**src/rtl/game_result_sequencer.sv**
```systemverilog
`default_nettype none
// +----------------------------------------------------------------------------+
// | Module      : game_result_sequencer                                        |
// | Description : Timed mode-number / O-X result sequencer feeding the 8x8     |
// |               dot-matrix driver. Optional macro: RESULT_BLINK_EN.          |
// | Revision    : 1.0                                                          |
// +----------------------------------------------------------------------------+
module game_result_sequencer #(
  parameter int MODE_SHOW_CYCLES   = 100_000_000,
  parameter int RESULT_HOLD_CYCLES = 150_000_000,
  parameter int BLINK_HALF_CYCLES  = 12_500_000,
  parameter int CNT_W              = 28
) (
  input  logic       clk,
  input  logic       rst_n,
  input  logic       mode,
  input  logic       all_off,
  input  logic       answer_valid,
  input  logic       answer_correct,
  output logic [1:0] show_mode_num,
  output logic       game_win,
  output logic       game_lose,
  output logic       busy
);

  typedef enum logic [1:0] {
    BOOT      = 2'd0,
    SHOW_MODE = 2'd1,
    IDLE      = 2'd2,
    RESULT    = 2'd3
  } state_t;

  localparam logic [CNT_W-1:0] c_mode_last   = CNT_W'(MODE_SHOW_CYCLES - 1);
  localparam logic [CNT_W-1:0] c_result_last = CNT_W'(RESULT_HOLD_CYCLES - 1);

  generate
    if (MODE_SHOW_CYCLES < 1 || RESULT_HOLD_CYCLES < 1 || BLINK_HALF_CYCLES < 1) begin : g_param_check
      $error("game_result_sequencer: cycle parameters must be >= 1");
    end
  endgenerate

  state_t           r_state, w_state_nxt;
  logic [CNT_W-1:0] r_timer, w_timer_nxt;
  logic             r_mode_q, w_mode_q_nxt;
  logic [1:0]       w_show_nxt;
  logic             w_win_nxt, w_lose_nxt, w_busy_nxt;

`ifdef RESULT_BLINK_EN
  localparam logic [CNT_W-1:0] c_blink_last = CNT_W'(BLINK_HALF_CYCLES - 1);
  logic [CNT_W-1:0] r_blink_cnt, w_blink_cnt_nxt;
  logic             r_blink_on, w_blink_on_nxt;
  logic             r_correct, w_correct_nxt;
`endif

  always_comb begin
    w_state_nxt  = r_state;
    w_timer_nxt  = r_timer;
    w_mode_q_nxt = r_mode_q;
    w_show_nxt   = show_mode_num;
    w_win_nxt    = game_win;
    w_lose_nxt   = game_lose;
`ifdef RESULT_BLINK_EN
    w_blink_cnt_nxt = r_blink_cnt;
    w_blink_on_nxt  = r_blink_on;
    w_correct_nxt   = r_correct;
`endif

    case (r_state)
      BOOT: begin
        w_state_nxt  = SHOW_MODE;
        w_mode_q_nxt = mode;
        w_show_nxt   = {mode, ~mode};
        w_timer_nxt  = '0;
        w_win_nxt    = 1'b0;
        w_lose_nxt   = 1'b0;
      end
      SHOW_MODE: begin
        if (r_timer == c_mode_last) begin
          w_state_nxt = IDLE;
          w_show_nxt  = 2'd0;
          w_timer_nxt = '0;
        end else begin
          w_timer_nxt = r_timer + 1'b1;
        end
      end
      IDLE: begin
        if (mode && answer_valid && !all_off) begin
          w_state_nxt = RESULT;
          w_timer_nxt = '0;
          w_win_nxt   = answer_correct;
          w_lose_nxt  = ~answer_correct;
`ifdef RESULT_BLINK_EN
          w_blink_cnt_nxt = '0;
          w_blink_on_nxt  = 1'b1;
          w_correct_nxt   = answer_correct;
`endif
        end
      end
      RESULT: begin
        // all_off beats a simultaneous new answer
        if (all_off || (!answer_valid && r_timer == c_result_last)) begin
          w_state_nxt = IDLE;
          w_timer_nxt = '0;
          w_win_nxt   = 1'b0;
          w_lose_nxt  = 1'b0;
        end else if (answer_valid) begin
          w_timer_nxt = '0;
          w_win_nxt   = answer_correct;
          w_lose_nxt  = ~answer_correct;
`ifdef RESULT_BLINK_EN
          w_blink_cnt_nxt = '0;
          w_blink_on_nxt  = 1'b1;
          w_correct_nxt   = answer_correct;
`endif
        end else begin
          w_timer_nxt = r_timer + 1'b1;
`ifdef RESULT_BLINK_EN
          if (r_blink_cnt == c_blink_last) begin
            w_blink_cnt_nxt = '0;
            w_blink_on_nxt  = ~r_blink_on;
          end else begin
            w_blink_cnt_nxt = r_blink_cnt + 1'b1;
          end
          w_win_nxt  = r_correct & w_blink_on_nxt;
          w_lose_nxt = ~r_correct & w_blink_on_nxt;
`endif
        end
      end
      default: w_state_nxt = BOOT;
    endcase

    // A mode switch overrides everything decided above
    if (r_state != BOOT && mode != r_mode_q) begin
      w_state_nxt  = SHOW_MODE;
      w_mode_q_nxt = mode;
      w_show_nxt   = {mode, ~mode};
      w_timer_nxt  = '0;
      w_win_nxt    = 1'b0;
      w_lose_nxt   = 1'b0;
    end

    w_busy_nxt = (w_state_nxt != IDLE);
  end

  always_ff @(posedge clk or negedge rst_n) begin
    if (!rst_n) begin
      r_state       <= BOOT;
      r_timer       <= '0;
      r_mode_q      <= 1'b0;
      show_mode_num <= 2'd0;
      game_win      <= 1'b0;
      game_lose     <= 1'b0;
      busy          <= 1'b1;
    end else begin
      r_state       <= w_state_nxt;
      r_timer       <= w_timer_nxt;
      r_mode_q      <= w_mode_q_nxt;
      show_mode_num <= w_show_nxt;
      game_win      <= w_win_nxt;
      game_lose     <= w_lose_nxt;
      busy          <= w_busy_nxt;
    end
  end

`ifdef RESULT_BLINK_EN
  always_ff @(posedge clk or negedge rst_n) begin
    if (!rst_n) begin
      r_blink_cnt <= '0;
      r_blink_on  <= 1'b0;
      r_correct   <= 1'b0;
    end else begin
      r_blink_cnt <= w_blink_cnt_nxt;
      r_blink_on  <= w_blink_on_nxt;
      r_correct   <= w_correct_nxt;
    end
  end
`endif

endmodule
`default_nettype wire

```
**config.mk**
```make
export PLATFORM = sky130hd
export DESIGN_NAME = game_result_sequencer
export DESIGN_NICKNAME = d
export VERILOG_FILES = /design/src/rtl/game_result_sequencer.sv
export SDC_FILE = /design/constraint.sdc
export NUM_CORES = 1
export LEC_CHECK = 0
export BUFFER_PORTS_ARGS = -buffer_cell sky130_fd_sc_hd__buf_2
export CELL_PAD_IN_SITES_DETAIL_PLACEMENT = 0
export CELL_PAD_IN_SITES_GLOBAL_PLACEMENT = 1
export CORE_MARGIN = 10
export CORE_UTILIZATION = 47
export DETAILED_ROUTE_END_ITERATION = 16
export PLACE_DENSITY = 0.81
export SLEW_MARGIN = 10
export SYNTH_ARGS = -nofsm -noshare
export SYNTH_HDL_FRONTEND = slang
export SYNTH_SLANG_ARGS = --single-unit
```
**constraint.sdc**
```tcl
create_clock -name clk -period 2.5 [get_ports clk]
set_clock_uncertainty 0.1 [all_clocks]
set_input_delay 0 -clock clk [delete_from_list [all_inputs] [get_ports clk]]
set_output_delay 0 -clock clk [all_outputs]
set_load 0.005 [all_outputs]
```
==> metrics.log, run 1 <==
[metrics] Simple-Gate Fraction of Synth Area: 29.54%
[metrics] run status: finished, final reports clean
[metrics] synthesis-to-finish area growth: 11.96%
[metrics] adder and majority gate portion of the synthesized area: 0.5862%
[metrics] number of top-level pins: 11
[metrics] maximum buffer depth of the clock tree: 2
[metrics] arrival time worst endpoint: 2450 ps
[metrics] share of Yosys cell area claimed by the top area cell type: 41.03%
[metrics] end of the worst hold path: game_lose$_DFFE_PN0P_
[metrics] horizontal extent of the die: 87.39 um
[metrics] Crit Reg-Reg Startpoint: r_timer[0]$_DFFE_PN0P_
[metrics] gate count of the mapped netlist: 240
[metrics] overall die height: 87.39 um
[metrics] share of the yosys chip area belonging to registers: 42.26%
[metrics] most frequent cell after synthesis: sky130_fd_sc_hd__dfrtp_1
[metrics] placement row count: 24
[metrics] Min-Delay Path Class: in2reg
[metrics] antenna cell count: 0
[metrics] Min Clock Period, post-route: 2378 ps
[metrics] Fin Setup TNS: 0 ps
[metrics] Max Slew Vio Count: 0
[metrics] total grt overflow: 0
[metrics] busiest grt layer: met2
[metrics] gr usage total: 14.03%
[metrics] endpoint required time on the critical path: 2570 ps
[metrics] drt via density: 6.016
[metrics] Hold Path Stages: 3
[metrics] GR Util met2: 20.37%
[metrics] # H-tree levels: 2
[metrics] clock slew at reported path FFs: 70 ps
[metrics] main combinational cell family by area after synthesis: simple AND/OR/NAND/NOR gates
[metrics] latest clock arrival within the worst-skew pair: 290 ps
[metrics] initial antenna violation count: 0
[metrics] final-layout fill cell count: 406
[metrics] power density over the cells: 525.6 nW/um^2
[metrics] cts bufs inserted: 5
[metrics] RSZ-0062 raised after global routing: false
[metrics] slew at the pin closest to its max-slew limit: 836.0 ps
[metrics] summed instance area of the synthesized netlist: 2135 um^2
[metrics] Post-DRT Antenna Nets: 0
[metrics] Die Footprint: 7637 um^2
[metrics] number of sinks on the clock net: 36
[metrics] Peak VDD IR: 0.0003151 V
[metrics] maximum number of pins on one net before global-route repair: 48
[metrics] Sequential Area: 902.1 um^2
[metrics] fraction of met3 tracks used by global routing: 3.371%
[metrics] relative slew slack: 44.27%
[metrics] R2R Setup Slk: 120 ps
[metrics] top cells by instance count after synthesis: sky130_fd_sc_hd__dfrtp_1, sky130_fd_sc_hd__nand2_1, sky130_fd_sc_hd__a21oi_1
[metrics] RD Place Congestion: 0.8453
[metrics] asr flop ratio synth: 100.0%
[metrics] complex-gate fraction of the synthesized area: 21.63%
[metrics] starting density of the core: 48.69%
[metrics] DRT Pass-1 Iters: 4
[metrics] post-detailed-route DRC marker count: 0
[metrics] first-iteration detailed-routing DRC count: 126
[metrics] clock tree from TritonCTS: done
[metrics] post-synthesis average cell area: 8.894 um^2
[metrics] combined area of the multi-input logic cells: 1157 um^2
[metrics] cell taking the most area after synthesis: sky130_fd_sc_hd__dfrtp_1
[metrics] post-synthesis xor/xnor area fraction: 1.641%
[metrics] register bit total from synthesis: 36
[metrics] distinct cell type count after synthesis: 52
[metrics] core region area: 4384 um^2
[metrics] standby leakage power: 1.046 nW
[metrics] mean routed wirelength per cell: 16.09 um
[metrics] Startpoint Class: register
[metrics] final setup violating endpoints: 0
[metrics] total half-perimeter wirelength after legalization and detailed placement: 3.373 mm
[metrics] Main synth FF type: sky130_fd_sc_hd__dfrtp_1
[metrics] r2r worst-path depth: 8
[metrics] critical path endpoint category: register
[metrics] number of maximum-capacitance violations: 0
[metrics] fraction of layout instances using a drive strength above 1: 12.89%
[metrics] nets in the synthesized netlist: 247
[metrics] wire length of the first global-routing pass: 8.735 mm
[metrics] Achievable Freq: 0.4205 GHz
[metrics] crit path max fanout: 47
[metrics] Layout Nets: 262
[metrics] routed wire length: 4.957 mm
[metrics] global-route met1 utilization: 19.82%
[metrics] YS warnings: 0
[metrics] routed vias: 1,853
[metrics] final hold viol count: 0
[metrics] top cells by area in the synthesized netlist: sky130_fd_sc_hd__dfrtp_1, sky130_fd_sc_hd__nand2_1, sky130_fd_sc_hd__a221o_1
[metrics] number of enable-type register cells in the synthesized netlist: 0
[metrics] crit share post-route: 95.13%
[metrics] root buf cell: sky130_fd_sc_hd__clkbuf_8
[metrics] min setup slack post-route: 121.8 ps
[metrics] share of cell area taken by muxes after synthesis: 0.4689%
[metrics] endpoint of the worst register-to-register path: r_timer[22]$_DFFE_PN0P_
[metrics] vias in the first global route: 1,740
[metrics] startpoint-to-endpoint class of the critical path: reg2reg
[metrics] Setup Slack @ Placement: 116.0 ps
[metrics] PortBufs: 10
[metrics] hold path start: answer_correct
==> worst max-delay path by stage <==
stage	start	end
6_report	r_timer[0]$_DFFE_PN0P_	r_timer[22]$_DFFE_PN0P_
5_1_grt	r_timer[0]$_DFFE_PN0P_	r_timer[19]$_DFFE_PN0P_
4_1_cts	r_timer[0]$_DFFE_PN0P_	r_timer[14]$_DFFE_PN0P_
3_5_place_dp	r_timer[0]$_DFFE_PN0P_	r_timer[22]$_DFFE_PN0P_
3_3_place_gp	r_timer[0]$_DFFE_PN0P_	r_timer[17]$_DFFE_PN0P_
2_1_floorplan	r_timer[0]$_DFFE_PN0P_	r_timer[19]$_DFFE_PN0P_
==> report_power, final <==
group	internal [W]	total (W)	switching, W
Combinational	0.0000630	0.000147	0.0000840
Clock	0.000252	0.000465	0.000214
Sequential	0.000611	0.000644	0.0000328
Total	0.000926	0.00126	0.000330
==> critical path: stages, from the launching register on <==
cell                      delay, ps
sky130_fd_sc_hd__dfrtp_1        410
sky130_fd_sc_hd__ha_2           230
sky130_fd_sc_hd__nand3_2         90
sky130_fd_sc_hd__or4_4          570
sky130_fd_sc_hd__o21ai_4        150
sky130_fd_sc_hd__nand2_2         80
sky130_fd_sc_hd__buf_12         180
sky130_fd_sc_hd__and3_1         180
sky130_fd_sc_hd__a221o_1        250
==> layout by cell type, fill, tap and decap left out, types with 2 or more instances in the layout <==
| cell | netlist | layout |
|---|---|---|
| sky130_fd_sc_hd__xor2_1 | 2 | 2 |
| sky130_fd_sc_hd__and3_1 | 12 | 12 |
| sky130_fd_sc_hd__nand2b_1 | 2 | 2 |
| sky130_fd_sc_hd__and4b_1 | 2 | 2 |
| sky130_fd_sc_hd__o21ai_0 | 12 | 12 |
| sky130_fd_sc_hd__or3_1 | 2 | 2 |
| sky130_fd_sc_hd__o211ai_1 | 2 | 2 |
| sky130_fd_sc_hd__and2_1 | 5 | 5 |
| sky130_fd_sc_hd__buf_4 | 0 | 8 |
| sky130_fd_sc_hd__dlygate4sd3_1 | 0 | 2 |
| sky130_fd_sc_hd__a22o_1 | 3 | 3 |
| sky130_fd_sc_hd__nor2b_1 | 3 | 3 |
| sky130_fd_sc_hd__clkbuf_8 | 0 | 7 |
| sky130_fd_sc_hd__o21a_1 | 2 | 2 |
| sky130_fd_sc_hd__a31oi_1 | 9 | 9 |
| sky130_fd_sc_hd__and4_1 | 5 | 5 |
| sky130_fd_sc_hd__nand4_1 | 4 | 4 |
| sky130_fd_sc_hd__nor4bb_1 | 2 | 2 |
| sky130_fd_sc_hd__a21oi_1 | 16 | 16 |
| sky130_fd_sc_hd__nand2_1 | 33 | 33 |
| sky130_fd_sc_hd__nor4b_1 | 2 | 2 |
| sky130_fd_sc_hd__nand3_1 | 12 | 12 |
| sky130_fd_sc_hd__a32o_1 | 2 | 2 |
| sky130_fd_sc_hd__a221o_1 | 9 | 9 |
| sky130_fd_sc_hd__inv_1 | 4 | 4 |
| sky130_fd_sc_hd__buf_2 | 3 | 10 |
| sky130_fd_sc_hd__nor3_1 | 6 | 6 |
| sky130_fd_sc_hd__nor2_1 | 15 | 15 |
| sky130_fd_sc_hd__dfrtp_1 | 35 | 35 |
| sky130_fd_sc_hd__xnor2_1 | 2 | 2 |
==> area by class of cell <==
type	count	share of cell area [%]
inverters	4	0.6283
well taps	52	2.723
clock buffers	8	4.188
flip-flops and latches	36	37.75
repair buffers	21	6.283
multi-input cells	187	48.43
==> stage by stage <==
stage | cell area [um^2] | cells | util (%) | power [W] | hold WS (ps)
after CTS | 2387 | 308 | 54.45 | 0.001259 | 19.50
after global routing | 2390 | 308 | 54.51 | 0.001319 | 24.71
after floorplan | 2135 | 240 | - | 0.0007495 | -395.6
after global placement | 2267 | 298 | 51.71 | 0.0007940 | 47.37
final | 2390 | 308 | 54.51 | 0.001256 | 26.47
after detailed placement | 2267 | 298 | 51.71 | 0.0007971 | 46.86
==> per-layer routing <==
metal / share of wire [%] / routed length, um
met1: 52 / 2562
met2: 43 / 2152
met3: 3.9 / 195
met4: 0.95 / 47
met5: 0 / 0
==> flip-flops by register name, summed over array words and instances, names as in the netlist <==
signal,cells
r_timer,28
game_lose,1
game_win,1
r_state,2
busy,1
r_mode_q,1
show_mode_num,2
==> repair_timing <==
item,4_1_cts,5_1_grt
setup buffers,0,0
setup endpoints to repair,0,6
gates resized for setup,0,1
hold endpoints to repair,37,0
hold buffers,2,0
==> cell families after synthesis <==
logic type	Yosys count
AO/OA/AOI/OAI	66
XOR/XNOR	4
adder cells (fa/ha/maj)	1
buffers and inverters	17
flip-flops	36
multiplexers	1
AND/OR/NAND/NOR	115
(Power assumes the default switching activity.)
==> inputs of run 2 (changes only) <==
--- a/config.mk
+++ b/config.mk
@@ -12,6 +12,7 @@
 export CORE_UTILIZATION = 47
 export DETAILED_ROUTE_END_ITERATION = 16
 export PLACE_DENSITY = 0.81
+export RECOVER_POWER = 25
 export SLEW_MARGIN = 10
 export SYNTH_ARGS = -nofsm -noshare
 export SYNTH_HDL_FRONTEND = slang
==> run 2 against run 1 <==
Against the previous run: the flow now finishes with violations (max-capacitance violations, max-slew violations); cell area decreased by 0.21%; non-clock buffer count is the same; sequential power about the same; clock power about the same; setup slack lost 6.8 ps; critical path depth did not move; sequential share of layout area grew 0.079 points; largest power group unchanged; highest routed layer unchanged.
==> metrics.log, run 2 (synthesis results as in run 1) <==
[metrics] standby leakage power: 1.032 nW
[metrics] antenna cell count: 0
[metrics] Largest regs: r_timer x28, r_state x2, show_mode_num x2
[metrics] Fin Setup TNS: 0 ps
[metrics] endpoint of the worst register-to-register path: r_timer[22]$_DFFE_PN0P_
[metrics] post-detailed-route DRC marker count: 0
[metrics] number of maximum-capacitance violations: 1
[metrics] Min-Delay Path Class: in2reg
[metrics] Die Footprint: 7637 um^2
[metrics] Min Clock Period, post-route: 2385 ps
[metrics] DRT Pass-1 Iters: 4
[metrics] initial antenna violation count: 0
[metrics] R2R Setup Slk: 110 ps
[metrics] Post-DRT Antenna Nets: 0
[metrics] Crit Reg-Reg Startpoint: r_timer[0]$_DFFE_PN0P_
[metrics] final setup violating endpoints: 0
[metrics] maximum number of pins on one net before global-route repair: 48
[metrics] end of the worst hold path: game_lose$_DFFE_PN0P_
[metrics] Layout Nets: 262
[metrics] starting density of the core: 48.69%
[metrics] endpoint required time on the critical path: 2570 ps
[metrics] r2r worst-path depth: 8
[metrics] relative slew slack: -32.13%
[metrics] switching power of the nets: 0.0003293 W
[metrics] critical path endpoint category: register
[metrics] core region area: 4384 um^2
[metrics] total grt overflow: 0
[metrics] RSZ-0062 raised after global routing: false
[metrics] Sequential Power Share: 51.4%
[metrics] placement row count: 24
[metrics] final hold viol count: 0
[metrics] # H-tree levels: 2
[metrics] latest clock arrival within the worst-skew pair: 290 ps
[metrics] vias in the first global route: 1,740
[metrics] number of sinks on the clock net: 36
[metrics] Pint: 0.0009250 W
[metrics] run status: finished with violations
[metrics] violated checks: max-capacitance violations, max-slew violations
[metrics] gr usage total: 14.03%
[metrics] hold path start: answer_correct
[metrics] power density over the cells: 526.0 nW/um^2
[metrics] Startpoint Class: register
[metrics] clock tree from TritonCTS: done
[metrics] fraction of power consumed by combinational cells: 11.7%
[metrics] routed wire length: 4.973 mm
[metrics] Max Slew Vio Count: 37
[metrics] Hold Worst Slack: 23.91 ps
[metrics] crit share post-route: 95.40%
[metrics] total half-perimeter wirelength after legalization and detailed placement: 3.373 mm
[metrics] fraction of power spent switching nets: 26.25%
[metrics] horizontal extent of the die: 87.39 um
[metrics] PortBufs: 10
[metrics] clock slew at reported path FFs: 70 ps
[metrics] wire length of the first global-routing pass: 8.735 mm
[metrics] cts bufs inserted: 5
[metrics] Achievable Freq: 0.4193 GHz
[metrics] RD Place Congestion: 0.8453
[metrics] commonest non-fill, non-tap cells in the layout: sky130_fd_sc_hd__dfrtp_1, sky130_fd_sc_hd__nand2_1, sky130_fd_sc_hd__a21oi_1
[metrics] clock share of power: 37.0%
[metrics] synthesis-to-finish area growth: 11.72%
[metrics] first-iteration detailed-routing DRC count: 135
[metrics] maximum buffer depth of the clock tree: 2
[metrics] top register by number of flip-flops: r_timer
[metrics] root buf cell: sky130_fd_sc_hd__clkbuf_8
[metrics] routed vias: 1,878
[metrics] number of top-level pins: 11
[metrics] Hold Path Stages: 3
[metrics] fraction of layout instances using a drive strength above 1: 11.33%
[metrics] max reg flops: 28
[metrics] drt via density: 6.097
[metrics] arrival time worst endpoint: 2460 ps
[metrics] Peak VDD IR: 0.0003173 V
[metrics] slew at the pin closest to its max-slew limit: 1982 ps
[metrics] crit path max fanout: 47
[metrics] overall die height: 87.39 um
[metrics] mean routed wirelength per cell: 16.15 um
[metrics] startpoint-to-endpoint class of the critical path: reg2reg
[metrics] leading cell type in the layout, fill and taps excluded: sky130_fd_sc_hd__dfrtp_1
==> run 2: power by group through the flow <==
| stage | Sequential (W) | Clock [W] | Combinational (W) |
|---|---|---|---|
| 2_1_floorplan | 0.000647 | 0 | 0.000103 |
| 3_5_place_dp | 0.000654 | 0 | 0.000143 |
| 5_1_grt | 0.000648 | 0.000499 | 0.000171 |
| 4_1_cts | 0.000642 | 0.000471 | 0.000146 |
| 6_report | 0.000644 | 0.000464 | 0.000146 |
| 3_3_place_gp | 0.000652 | 0 | 0.000142 |
==> run 2: through the flow <==
step	setup WS (ps)	power, W	utilization (%)	std cells	area, um^2
2_1_floorplan	180.4	0.0007495	-	240	2135
3_3_place_gp	188.0	0.0007940	51.71	298	2267
3_5_place_dp	116.0	0.0007971	51.71	298	2267
6_report	115.0	0.001254	54.40	308	2385
4_1_cts	107.6	0.001259	54.45	308	2387
5_1_grt	8.885	0.001319	54.40	308	2385
==> run 2: worst max-delay path by stage <==
stage / slack [ps] / cells after the start / start / to
floorplan: 180 / 8 / r_timer[0]$_DFFE_PN0P_ / r_timer[19]$_DFFE_PN0P_
global placement: 190 / 8 / r_timer[0]$_DFFE_PN0P_ / r_timer[17]$_DFFE_PN0P_
detailed placement: 120 / 8 / r_timer[0]$_DFFE_PN0P_ / r_timer[22]$_DFFE_PN0P_
CTS: 110 / 8 / r_timer[0]$_DFFE_PN0P_ / r_timer[14]$_DFFE_PN0P_
global route: 9 / 8 / r_timer[0]$_DFFE_PN0P_ / r_timer[19]$_DFFE_PN0P_
finish: 110 / 8 / r_timer[0]$_DFFE_PN0P_ / r_timer[22]$_DFFE_PN0P_
==> run 2: layout make-up <==
cell class | instances | area (um^2)
Multi-Input combinational cell | 187 | 1157
Tap cell | 52 | 65.06
Fill cell | 408 | 1999
Inverter | 4 | 15.01
Clock buffer | 8 | 100.1
Sequential cell | 36 | 902.1
Timing Repair Buffer | 21 | 145.1
==> run 2: critical path: stages, from the launching register on <==
cell                      delay (ps)
sky130_fd_sc_hd__dfrtp_1         410
sky130_fd_sc_hd__ha_2            230
sky130_fd_sc_hd__nand3_2          90
sky130_fd_sc_hd__or4_4           570
sky130_fd_sc_hd__o21ai_4         150
sky130_fd_sc_hd__nand2_2          80
sky130_fd_sc_hd__buf_12          180
sky130_fd_sc_hd__and3_1          180
sky130_fd_sc_hd__a221o_1         250
==> run 2: what timing repair did <==
item | 4_1_cts | 5_1_grt
endpoints found under the setup margin | 0 | 6
gates resized for setup | 0 | 1
buffers inserted | 0 | 0
hold endpoints to repair | 37 | 0
hold buffers | 2 | 0
==> run 2: routing by layer <==
layer,part of all wire (%),vias up,track usage (%)
li1,-,936,-
met1,50,906,19.82
met2,44,32,20.37
met3,5.3,4,3.371
met4,0.92,0,4.348
met5,0,-,0
